$ cat config.mk
export PLATFORM = sky130hd
export DESIGN_NAME = tone_decoder
export DESIGN_NICKNAME = d
export VERILOG_FILES = /design/src/rtl/tone_pkg.sv /design/src/rtl/tone_gate_timer.sv /design/src/rtl/tone_decoder.sv
export SDC_FILE = /design/constraint.sdc
export NUM_CORES = 1
export LEC_CHECK = 0
export CORE_ASPECT_RATIO = 2
export CORE_MARGIN = 5
export CORE_UTILIZATION = 65
export CTS_CLUSTER_SIZE = 40
export DETAILED_ROUTE_END_ITERATION = 6
export GPL_ROUTABILITY_DRIVEN = 0
export MAX_ROUTING_LAYER = met4
export PLACE_DENSITY = 0.9
export SETUP_SLACK_MARGIN = 0.1
export SYNTH_ARGS = -nofsm -noshare
export SYNTH_HDL_FRONTEND = slang
export SYNTH_SLANG_ARGS = --single-unit
$ cat constraint.sdc
create_clock -name clk -period 12.1 [get_ports clk]
set_clock_uncertainty 0.05 [all_clocks]
set_input_delay 3.63 -clock clk [delete_from_list [all_inputs] [get_ports clk]]
set_output_delay 3.63 -clock clk [all_outputs]
set_load 0.1 [all_outputs]
$ cat src/rtl/tone_pkg.sv
// Shared constants for the tone decoder: note table, special note codes and
// classifier state encoding.
package tone_pkg;

    localparam int NOTE_COUNT = 24;

    localparam logic [4:0] NOTE_UNKNOWN = 5'd30;
    localparam logic [4:0] NOTE_SILENCE = 5'd31;

    typedef logic [1:0] state_t;

    localparam state_t ST_IDLE   = 2'd0;
    localparam state_t ST_SCAN   = 2'd1;
    localparam state_t ST_REPORT = 2'd2;

    // Nominal pitches C_6..B_7 in Hz, same values the player uses.
    function automatic logic [13:0] note_hz(input logic [4:0] idx);
        case (idx)
            5'd0:    note_hz = 14'd1047;
            5'd1:    note_hz = 14'd1109;
            5'd2:    note_hz = 14'd1175;
            5'd3:    note_hz = 14'd1245;
            5'd4:    note_hz = 14'd1319;
            5'd5:    note_hz = 14'd1397;
            5'd6:    note_hz = 14'd1480;
            5'd7:    note_hz = 14'd1568;
            5'd8:    note_hz = 14'd1661;
            5'd9:    note_hz = 14'd1760;
            5'd10:   note_hz = 14'd1865;
            5'd11:   note_hz = 14'd1976;
            5'd12:   note_hz = 14'd2093;
            5'd13:   note_hz = 14'd2217;
            5'd14:   note_hz = 14'd2349;
            5'd15:   note_hz = 14'd2489;
            5'd16:   note_hz = 14'd2637;
            5'd17:   note_hz = 14'd2794;
            5'd18:   note_hz = 14'd2960;
            5'd19:   note_hz = 14'd3136;
            5'd20:   note_hz = 14'd3322;
            5'd21:   note_hz = 14'd3520;
            5'd22:   note_hz = 14'd3729;
            5'd23:   note_hz = 14'd3951;
            default: note_hz = 14'd0;
        endcase
    endfunction

    function automatic logic [13:0] abs_diff(input logic [13:0] a, input logic [13:0] b);
        abs_diff = (a >= b) ? (a - b) : (b - a);
    endfunction

endpackage

$ cat src/rtl/tone_gate_timer.sv
// Tick chain: 1 us tick every CLK_MHZ clocks, 1 ms tick every 1000 us, and a
// single-cycle gate_end on every GATE_MS-th ms tick.
module tone_gate_timer #(
    parameter int CLK_MHZ = 125,
    parameter int GATE_MS = 100
) (
    input  logic clk,
    input  logic reset_p,
    output logic gate_end
);

    localparam int US_W = $clog2(CLK_MHZ + 1);
    localparam int GT_W = $clog2(GATE_MS + 1);

    logic [US_W-1:0] us_cnt;
    logic [9:0]      ms_cnt;
    logic [GT_W-1:0] gate_cnt;
    logic            us_tick;
    logic            ms_tick;

    assign us_tick  = (us_cnt == US_W'(CLK_MHZ - 1));
    assign ms_tick  = us_tick && (ms_cnt == 10'd999);
    assign gate_end = ms_tick && (gate_cnt == GT_W'(GATE_MS - 1));

    always_ff @(posedge clk) begin
        if (reset_p) begin
            us_cnt   <= '0;
            ms_cnt   <= '0;
            gate_cnt <= '0;
        end else begin
            us_cnt <= us_tick ? '0 : us_cnt + 1'b1;
            if (us_tick) begin
                ms_cnt <= ms_tick ? '0 : ms_cnt + 1'b1;
            end
            if (ms_tick) begin
                gate_cnt <= gate_end ? '0 : gate_cnt + 1'b1;
            end
        end
    end

endmodule

$ cat src/rtl/tone_decoder.sv
// Measures the frequency of a square-wave tone over fixed gates, classifies it
// against the note table and reports the length of each run of identical notes.
module tone_decoder
    import tone_pkg::*;
#(
    parameter int CLK_MHZ = 125,
    parameter int GATE_MS = 100,
    parameter int TOL_HZ  = 30
) (
    input  logic        clk,
    input  logic        reset_p,
    input  logic        song_in,
    output logic [13:0] freq_hz,
    output logic        freq_valid,
    output logic        freq_sat,
    output logic [4:0]  note_idx,
    output logic        cls_valid,
    output logic        evt_valid,
    output logic [4:0]  evt_idx,
    output logic [15:0] evt_dur_ms
);

    localparam int         FREQ_MULT = 1000 / GATE_MS;
    localparam logic [9:0] CNT_MAX   = 10'd1023;

    logic        gate_end;
    logic        sync_q1;
    logic        sync_q2;
    logic        rise;
    logic [9:0]  edge_cnt;
    logic [9:0]  cnt_final;
    logic [13:0] freq_next;

    state_t      state;
    logic [4:0]  scan_i;
    logic        found;
    logic [4:0]  match_idx;
    logic [4:0]  cur_idx;
    logic [15:0] run_ms;
    logic        hit;
    logic        scan_last;
    logic [4:0]  result;
    logic [16:0] run_sum;
    logic [15:0] run_inc;

    tone_gate_timer #(
        .CLK_MHZ(CLK_MHZ),
        .GATE_MS(GATE_MS)
    ) u_timer (
        .clk     (clk),
        .reset_p (reset_p),
        .gate_end(gate_end)
    );

    // An edge seen on the gate-end cycle still belongs to the closing gate.
    assign rise      = sync_q1 & ~sync_q2;
    assign cnt_final = (rise && (edge_cnt != CNT_MAX)) ? edge_cnt + 10'd1 : edge_cnt;
    assign freq_next = 14'(cnt_final * FREQ_MULT);

    always_ff @(posedge clk) begin
        if (reset_p) begin
            sync_q1    <= 1'b0;
            sync_q2    <= 1'b0;
            edge_cnt   <= '0;
            freq_hz    <= '0;
            freq_sat   <= 1'b0;
            freq_valid <= 1'b0;
        end else begin
            sync_q1    <= song_in;
            sync_q2    <= sync_q1;
            freq_valid <= gate_end;
            if (gate_end) begin
                edge_cnt <= '0;
                freq_hz  <= freq_next;
                freq_sat <= (cnt_final == CNT_MAX);
            end else begin
                edge_cnt <= cnt_final;
            end
        end
    end

    assign hit       = (abs_diff(freq_hz, note_hz(scan_i)) <= 14'(TOL_HZ));
    assign scan_last = (scan_i == 5'(NOTE_COUNT - 1));
    assign run_sum   = {1'b0, run_ms} + 17'(GATE_MS);
    assign run_inc   = run_sum[16] ? 16'hFFFF : run_sum[15:0];

    // Only consumed on the last scan cycle, when found covers all lower entries.
    always_comb begin
        result = NOTE_UNKNOWN;
        if (freq_hz == 14'd0) begin
            result = NOTE_SILENCE;
        end else if (freq_sat) begin
            result = NOTE_UNKNOWN;
        end else if (found) begin
            result = match_idx;
        end else if (hit) begin
            result = scan_i;
        end
    end

    always_ff @(posedge clk) begin
        if (reset_p) begin
            state      <= ST_IDLE;
            scan_i     <= '0;
            found      <= 1'b0;
            match_idx  <= '0;
            cur_idx    <= NOTE_SILENCE;
            run_ms     <= '0;
            note_idx   <= NOTE_SILENCE;
            cls_valid  <= 1'b0;
            evt_valid  <= 1'b0;
            evt_idx    <= NOTE_SILENCE;
            evt_dur_ms <= '0;
        end else begin
            cls_valid <= 1'b0;
            evt_valid <= 1'b0;
            case (state)
                ST_IDLE: begin
                    if (gate_end) begin
                        state  <= ST_SCAN;
                        scan_i <= '0;
                        found  <= 1'b0;
                    end
                end
                ST_SCAN: begin
                    if (hit && !found) begin
                        found     <= 1'b1;
                        match_idx <= scan_i;
                    end
                    if (scan_last) begin
                        // Outputs registered here are visible during REPORT.
                        state     <= ST_REPORT;
                        note_idx  <= result;
                        cls_valid <= 1'b1;
                        if (result == cur_idx) begin
                            run_ms <= run_inc;
                        end else begin
                            if (run_ms != 16'd0) begin
                                evt_valid  <= 1'b1;
                                evt_idx    <= cur_idx;
                                evt_dur_ms <= run_ms;
                            end
                            cur_idx <= result;
                            run_ms  <= 16'(GATE_MS);
                        end
                    end else begin
                        scan_i <= scan_i + 5'd1;
                    end
                end
                ST_REPORT: begin
                    state <= ST_IDLE;
                end
                default: begin
                    state <= ST_IDLE;
                end
            endcase
        end
    end

endmodule

# Word level (Yosys, flattened, before mapping)

Memories as Yosys holds them, arrays and structs flattened. A register that Yosys moved wholly into a read port is not among the register bits.
Cells that the tools add are included.
W data, S select, Z words.

Input bits: 3
Memories: 1
Output and inout bits: 44
ROM bits: 384
Register bits: 113
Logic and storage cells: 92

Reductions and logical operators: 20
Eq/ne operators: 12
Multipliers: 1
Add/sub/neg operators: 8
Magnitude comparators: 2
Bitwise logic cells: 5
Muxes and demuxes: 23

Memory list:

| memory           | depth | bits a word | rd ports | clocked after Yosys merged registers in | write ports | line           | source |
|---|---|---|---|---|---|---|---|
| (name not given) | 32    | 12          | 1        | 1                                       | 0           | tone_pkg.sv:18 | `case (idx)` |

Operator list:

| cell                    | count |
|---|---|
| $mux W5                 | 8 |
| $mux W16                | 2 |
| $sub A14 B14 Y14        | 2 |
| $add A10 B1 Y10 const B | 2 |
| $eq A10 B10 Y1 const B  | 2 |
| $mux W10                | 2 |
| $add A16 B7 Y17 const B | 1 |
| $reduce_bool A16 Y1     | 1 |
| $add A7 B1 Y7 const B   | 2 |
| $eq A7 B7 Y1 const B    | 2 |
| $ge A14 B14 Y1          | 1 |
| $le A14 B5 Y1 const B   | 1 |
| $logic_not A14 Y1       | 1 |
| $mux W14                | 1 |
| $mul A10 B3 Y13 const B | 1 |
| $ne A10 B10 Y1 const B  | 1 |
| $pmux W5 S2             | 1 |
| $reduce_and A3 Y1       | 3 |
| $ne A2 B2 Y1 const B    | 4 |
| $mux W7                 | 1 |
| $reduce_and A2 Y1       | 3 |
| $reduce_or A2 Y1        | 3 |
| $add A5 B1 Y5 const B   | 1 |
| $eq A5 B5 Y1            | 1 |
| 14 further kinds        | 24 |

# Logic depth before layout (Yosys ltp)

Gate-level depths: netlist of run 1.

Depth in word-level cells: 10
Gate-level depth with buffers: 20
Gate-level depth less buffers: 20

# Hierarchy

A second synthesis of run 1 with hierarchy kept.

Cells, all modules: 941
Area, all modules: 7691.1 µm²

Modules (own cells, without submodules):

| module          | sequential area each (µm²) | area an instance (µm²) | cells an instance | times used |
|---|---|---|---|---|
| tone_decoder    | 1981.9                     | 6550.0                 | 805               | 1 |
| tone_gate_timer | 480.5                      | 1141.1                 | 136               | 1 |

# Worst setup path after synthesis of run 1

No wires, ideal clock.

Kind: input port to flip-flop
Start point: input port reset_p
End point: register with a tool-made name
Data required time: 11918 ps
Arrival time: 5032 ps
Library setup time: 132 ps
Setup slack: 6886 ps
Stages on the path: 9
Buffers on the path: 2
Path through: clkbuf_1 > or2_2 > clkbuf_1 > inv_1 > ha_1 > nor2_1 > a21o_1 > a21oi_1 > o22ai_1

RTL lines:

| what            | line               | source |
|---|---|---|
| start, declared | tone_decoder.sv:11 | `input logic reset_p,` |

# Worst setup path after layout of run 1

Start point: register freq_hz[12]
End point: output port freq_hz[12]

RTL lines:

| what                   | line               | source |
|---|---|---|
| start, declared        | tone_decoder.sv:13 | `output logic [13:0] freq_hz,` |
| start signal, assigned | tone_decoder.sv:74 | `freq_hz <= freq_next;` |

No word-level cell between the ends.

==> results of run 1 <==
[final timing paths]
kind	from	depth (start not counted)	to	slack, ns
min	note_idx[4]$_SDFFE_PP1P_	2	note_idx[4]$_SDFFE_PP1P_	0.40
min reg2reg	note_idx[4]$_SDFFE_PP1P_	2	note_idx[4]$_SDFFE_PP1P_	0.40
max reg2reg	freq_hz[6]$_SDFFE_PP0P_	14	evt_dur_ms[2]$_SDFFE_PP0P_	6.77
max	freq_hz[12]$_SDFFE_PP0P_	1	freq_hz[12]	6.21
[area by class of cell]
type,count,share of cell area
tap,145,0.0204
clock buffer,18,0.0493
inverter,59,0.0249
sequential,123,0.276
timing repair buffer,47,0.0517
clock inverter,13,0.0243
multi-input combinational,746,0.553
[routing by layer]
layer  part of all wire  GRT usage  vias to the layer above  wire length (um)
met3              0.052     0.0650                      163              1150
met1               0.33      0.290                     3509              7280
met2               0.53      0.587                      367             11800
met5                  0          -                        -                 0
met4              0.083      0.228                        0              1830
li1                   -          -                     3469                 -
[power breakdown]
group	internal, mW	switching, mW	total (mW)
combinational	0.00441	0.0118	0.0163
sequential	0.407	0.00140	0.408
clock	0.372	0.193	0.564
[cell usage in the layout, fill, tap and decap left out, drive strengths merged, types with 6 or more instances in the layout]
cell type / netlist / layout
xor2: 21 / 21
dfxtp: 123 / 123
nand2: 90 / 90
clkdlybuf4s50: 0 / 44
a21o: 12 / 12
nand2b: 25 / 25
clkbuf: 30 / 18
o21ai: 55 / 55
nand4: 19 / 19
mux2i: 21 / 21
and2: 8 / 8
xnor2: 21 / 21
ha: 53 / 53
o21a: 6 / 6
nor3: 27 / 27
nor4: 10 / 10
and3: 14 / 14
a21oi: 77 / 77
inv: 59 / 61
o22ai: 10 / 10
or2: 7 / 7
a211oi: 15 / 15
nor2b: 27 / 27
a31oi: 6 / 6
nor2: 117 / 117
nand3: 24 / 24
[synthesized netlist by cell type (19+ instances only)]
| cell type | count |
|---|---|
| xor2_1 | 21 |
| nand2_1 | 90 |
| o21ai_0 | 36 |
| nand2b_1 | 24 |
| xnor2_1 | 21 |
| nor3_1 | 19 |
| ha_1 | 53 |
| a21oi_1 | 72 |
| dfxtp_1 | 123 |
| nor2b_1 | 27 |
| nand3_1 | 24 |
| clkbuf_1 | 30 |
| nor2_1 | 115 |
| nand4_1 | 19 |
| mux2i_1 | 21 |
| inv_1 | 57 |
[kinds of logic after synthesis]
group	Yosys count	share of synthesized area
flip-flops	123	0.314
AO/OA/AOI/OAI	238	0.210
multiplexers	22	0.0282
AND/OR/NAND/NOR	387	0.250
XOR/XNOR	42	0.0468
adder cells (fa/ha/maj)	56	0.0921
buffers and inverters	105	0.0591
other	1	0.000477
[per-stage QoR]
| stage | total power [mW] | hold slack (ns) | utilization | cell area, sq um | instances |
|---|---|---|---|---|---|
| 5_1_grt | 1.01 | 0.425 | 0.757 | 8910 | 1151 |
| 2_1_floorplan | 0.430 | 0.377 | - | 7850 | 974 |
| 3_5_place_dp | 0.433 | 0.394 | 0.701 | 8250 | 1120 |
| 4_1_cts | 0.991 | 0.404 | 0.757 | 8910 | 1151 |
| 3_3_place_gp | 0.432 | 0.385 | 0.701 | 8250 | 1120 |
| 6_report | 0.989 | 0.402 | 0.757 | 8910 | 1151 |
[flip-flops by register name, summed over array words and instances, names as in the netlist, named ones only]
register	count
run_ms	15
u_timer.ms_cnt	10
cur_idx	5
freq_sat	1
cls_valid	1
evt_valid	1
u_timer.us_cnt	7
evt_dur_ms	15
edge_cnt	10
match_idx	5
found	1
note_idx	5
freq_hz	13
evt_idx	5
state	2
scan_i	5
sync_q1	1
freq_valid	1
sync_q2	1
u_timer.gate_cnt	7
==> impl_metrics.yaml, run 1 <==
outcome:
  outcome: "finished, final reports clean"
power_and_ir_drop:
  irDropWorstVdd_mv: 0.139
  powerDensity_nw_per_um2: 111
  power.leakage_nw: 3.60
timing:
  slew_violations: 0
  slew_headroom: 0.232
  finalHoldViolations: 0
  rsz0062_at_grt: "no"
  max_slew.worst_pin.slew_ns: 1.15
  fmax_mhz: 170
  setup_violations: 0
  min_period_ns: 5.89
  fin_crit_sh: 0.487
  fin_ws_ns: 6.21
  setup-tns-final_ns: 0
die:
  rows: 56
  dieArea_sq_um: 14500
  die_h_um: 165
  start_util: 0.667
  dieWidth_um: 87.7
  coreArea_sq_um: 11800
  io_pins: 47
layout:
  final_nets: 1053
  drive_gt1_frac: 0.0855
  num_antenna_cells: 0
  final-seq-area_sq_um: 2460
  syn2layout_area_growth_pct: 13.4
  num-fill-cells: 800
  multi_input_area_sq_um: 4930
synthesis:
  synth.largest_area_cell: "dfxtp_1"
  netlist-cell-type-count: 84
  synth_flop_cell: "dfxtp_1"
  netlist_top_cells_area: "dfxtp_1 (31%), ha_1 (8.4%), nor2_1 (5.5%)"
  synth_area_sq_um: 7850
  ys_ff_latch: 123
  synth.top_cell.area_share: 0.314
  yosys_warnings: 0
  syn_inst: 974
  synthArstFlopShare: 0
  mappedNetlistNets: 1033
  seq_area_frac_synth: 0.314
  syn_area_per_cell_sq_um: 8.06
  synth_edf_count: 0
worst_setup_path:
  cp-start-kind: "flip-flop"
  slowest_stage: "clkdlybuf4s50_1"
  critPathMaxFanout: 8
  critPathTopFamily: "buffers and inverters"
  cp_cell_sequence: "clkdlybuf4s50_1"
  end_kind: "output port"
  worstPathRequired_ns: 8.42
  slowest_delay_ns: 1.22
  cp.arrival_ns: 2.21
  path_class: "reg -> out"
  critPathBufInv: 1
routing:
  ant_nets: 0
  drc: 0
  drtIter0Drc: 547
  routed_wl_um: 22000
  wl_per_cell_um: 19.1
  vias_per_cell: 6.52
  vias: 7508
  first_pass_iters: 6
global_routing:
  antenna_found_initial: 0
  grt_pass1_wl_um: 35800
  grt-ovfl-total: 0
  grt_usage: 0.324
  grt_max_degree: 99
  first_global_vias: 7559
placement:
  hpwl_um: 15100
  post-place-ws_ns: 6.10
  portBuffers: 45
cts:
  cts_root_buffer: "clkbuf_16"
  htree_levels: 4
  cts_tree: "yes"
  cts_made_buffers: 17
  clk_pin_slew_ns: 0.06
  cts_resized: 0
  cts_buffer_depth: 2
  worstSkewPairLatency_ns: 0.42
  ctsHoldBuffers: 0
  cts_setup_buffers: 0
  clkSinkCount: 123
min_path:
  hold_path_class: "reg -> reg"
job:
  cap_violations: 0
(Power assumes the default switching activity.)
==> run 2, diff against run 1 <==
--- a/config.mk
+++ b/config.mk
@@ -7,12 +7,12 @@
 export LEC_CHECK = 0
 export CORE_ASPECT_RATIO = 2
 export CORE_MARGIN = 5
-export CORE_UTILIZATION = 65
+export CORE_UTILIZATION = 61
 export CTS_CLUSTER_SIZE = 40
 export DETAILED_ROUTE_END_ITERATION = 6
 export GPL_ROUTABILITY_DRIVEN = 0
 export MAX_ROUTING_LAYER = met4
-export PLACE_DENSITY = 0.9
+export PLACE_DENSITY = 0.85
 export SETUP_SLACK_MARGIN = 0.1
 export SYNTH_ARGS = -nofsm -noshare
 export SYNTH_HDL_FRONTEND = slang
==> constraint.sdc (replaced) <==
create_clock -name clk -period 5.8 [get_ports clk]
set_clock_uncertainty 0.05 [all_clocks]
set_input_delay 1.74 -clock clk [delete_from_list [all_inputs] [get_ports clk]]
set_output_delay 1.74 -clock clk [all_outputs]
set_load 0.1 [all_outputs]
==> impl_metrics.yaml, run 2 (same netlist as run 1, synthesis figures left out) <==
worst_setup_path:
  r2r_setup_slack_ns: 0.61
  r2r-start: "freq_hz[7]$_SDFFE_PP0P_"
  endpoint: "evt_dur_ms[3]$_SDFFE_PP0P_"
  cp-start-kind: "flip-flop"
  worstPathRequired_ns: 6.01
  reg2reg_depth: 14
  cp-startpoint: "freq_hz[7]$_SDFFE_PP0P_"
  rr_endpoint: "evt_dur_ms[3]$_SDFFE_PP0P_"
  path_class: "reg -> reg"
  cp.arrival_ns: 5.40
  critPathMaxFanout: 30
  end_kind: "flip-flop"
die:
  die_h_um: 170
  coreArea_sq_um: 12600
  start_util: 0.622
  dieArea_sq_um: 15400
  rows: 58
  io_pins: 47
  dieWidth_um: 90.2
power_and_ir_drop:
  powerDensity_nw_per_um2: 217
  power.leakage_nw: 3.57
  irDropWorstVdd_mv: 0.234
outcome:
  violations: "design-rule violations"
  outcome: "finished, violations left"
timing:
  slew_headroom: 0.319
  fin_crit_sh: 0.894
  max_slew.worst_pin.slew_ns: 1.02
  slew_violations: 0
  setup-tns-final_ns: 0
  finalHoldViolations: 0
  setup_violations: 0
  rsz0062_at_grt: "no"
  fmax_mhz: 193
  min_period_ns: 5.19
min_path:
  hold_path_class: "reg -> reg"
  min_from: "note_idx[4]$_SDFFE_PP1P_"
placement:
  dp.cells: 1126
  portBuffers: 45
  dpl_cell_area_sq_um: 8270
  hpwl_um: 15200
routing:
  first_pass_iters: 7
  vias: 7283
  vias_per_cell: 6.29
  routed_wl_um: 20700
  drc: 1
  drtIter0Drc: 574
  wl_per_cell_um: 17.9
  ant_nets: 0
global_routing:
  first_global_vias: 7269
  grt_pass1_wl_um: 33900
  antenna_found_initial: 0
  grt-ovfl-total: 0
  grt_usage: 0.276
  grt_max_degree: 98
cts:
  cts_buffer_depth: 2
  cts_root_buffer: "clkbuf_16"
  cts_made_buffers: 17
  htree_levels: 4
  clkSinkCount: 123
  cts_tree: "yes"
  worstSkewPairLatency_ns: 0.42
  clk_pin_slew_ns: 0.06
  ctsHoldBuffers: 0
  cts_resized: 0
  cts_setup_buffers: 0
layout:
  syn2layout_area_growth_pct: 12.8
  layout_commonest_cell: "dfxtp_1"
  final_cell_mix: "dfxtp_1 (123), nor2_1 (115), nand2_1 (90)"
  drive_gt1_frac: 0.0873
  fin_cells: 1158
  stdcell_area_sq_um: 8860
  num_antenna_cells: 0
  final_nets: 1054
  top_regs: "evt_dur_ms (15), run_ms (15), freq_hz (13)"
job:
  cap_violations: 0
run 2: changes by cell type in the layout (fill, tap and decap cells not counted):
| cell | delta |
|---|---|
| buf_2 | -1 |
| buf_4 | +2 |
| bufinv_16 | -3 |
| clkinv_2 | +3 |
| clkinvlp_4 | +2 |
| inv_6 | -1 |
run 2: worst min-delay path by stage:
stage	slack, ns	endpoint	cells after the start
finish	0.41	note_idx[4]$_SDFFE_PP1P_	2
global route	0.43	sync_q2$_SDFF_PP0_	1
CTS	0.41	note_idx[4]$_SDFFE_PP1P_	2
detailed placement	0.40	note_idx[4]$_SDFFE_PP1P_	2
global placement	0.38	match_idx[4]$_SDFFE_PP0P_	2
floorplan	0.38	match_idx[4]$_SDFFE_PP0P_	2
run 2: final cells by class:
| type | count | area [sq um] |
|---|---|---|
| multi-input combinational | 746 | 4930 |
| inverter | 59 | 221 |
| clock buffer | 18 | 439 |
| timing repair buffer | 48 | 470 |
| tap | 150 | 188 |
| sequential | 123 | 2460 |
| clock inverter | 14 | 148 |
| fill | 1006 | 3770 |
run 2: stage by stage:
stage / total power [mW] / hold slack (ns) / util / setup WS (ns)
after CTS: 1.94 / 0.407 / 0.701 / 0.708
after detailed placement: 0.904 / 0.397 / 0.655 / 0.705
after floorplan: 0.897 / 0.377 / - / 1.52
after global placement: 0.903 / 0.385 / 0.655 / 0.754
after global routing: 1.98 / 0.427 / 0.701 / 0.436
final: 1.92 / 0.405 / 0.701 / 0.613
run 2: critical path, cell delays in order (launching register included):
cell and delay, ns:
dfxtp_1 0.46, inv_1 0.08, ha_1 0.62, nand3_1 0.32
a2111oi_0 0.81, o21ai_0 0.26, a211oi_2 0.29, a32oi_1 0.21
nor3_2 0.15, and4_1 0.40, a21boi_2 0.11, a311oi_1 0.31
and3_4 0.52, or2_4 0.33, o31ai_1 0.09
run 2: report_power, final:
| part | internal, mW | switching, mW |
|---|---|---|
| clock network | 0.643 | 0.395 |
| logic | 0.00944 | 0.0246 |
| registers | 0.849 | 0.00293 |
run 2: metal layers:
layer | wire (um) | track usage
met1 | 7020 | 0.248
met3 | 767 | 0.0438
met5 | 0 | -
met4 | 1460 | 0.181
met2 | 11400 | 0.523
==> run 3, diff against run 2 <==
==> constraint.sdc (replaced) <==
create_clock -name clk -period 5.81 [get_ports clk]
set_clock_uncertainty 0.05 [all_clocks]
set_input_delay 1.743 -clock clk [delete_from_list [all_inputs] [get_ports clk]]
set_output_delay 1.743 -clock clk [all_outputs]
set_load 0.1 [all_outputs]
==> results of run 3 <==
Same layout as run 2 (identical final DEF). Status: finished, violations left: design-rule violations.
Among the figures that moved: setup slack after placement 0.705 ns -> 0.715 ns; setup slack after layout 0.613 ns -> 0.623 ns; register-to-register setup slack 0.61 ns -> 0.62 ns; worst IR drop on VDD 0.234 mV -> 0.233 mV
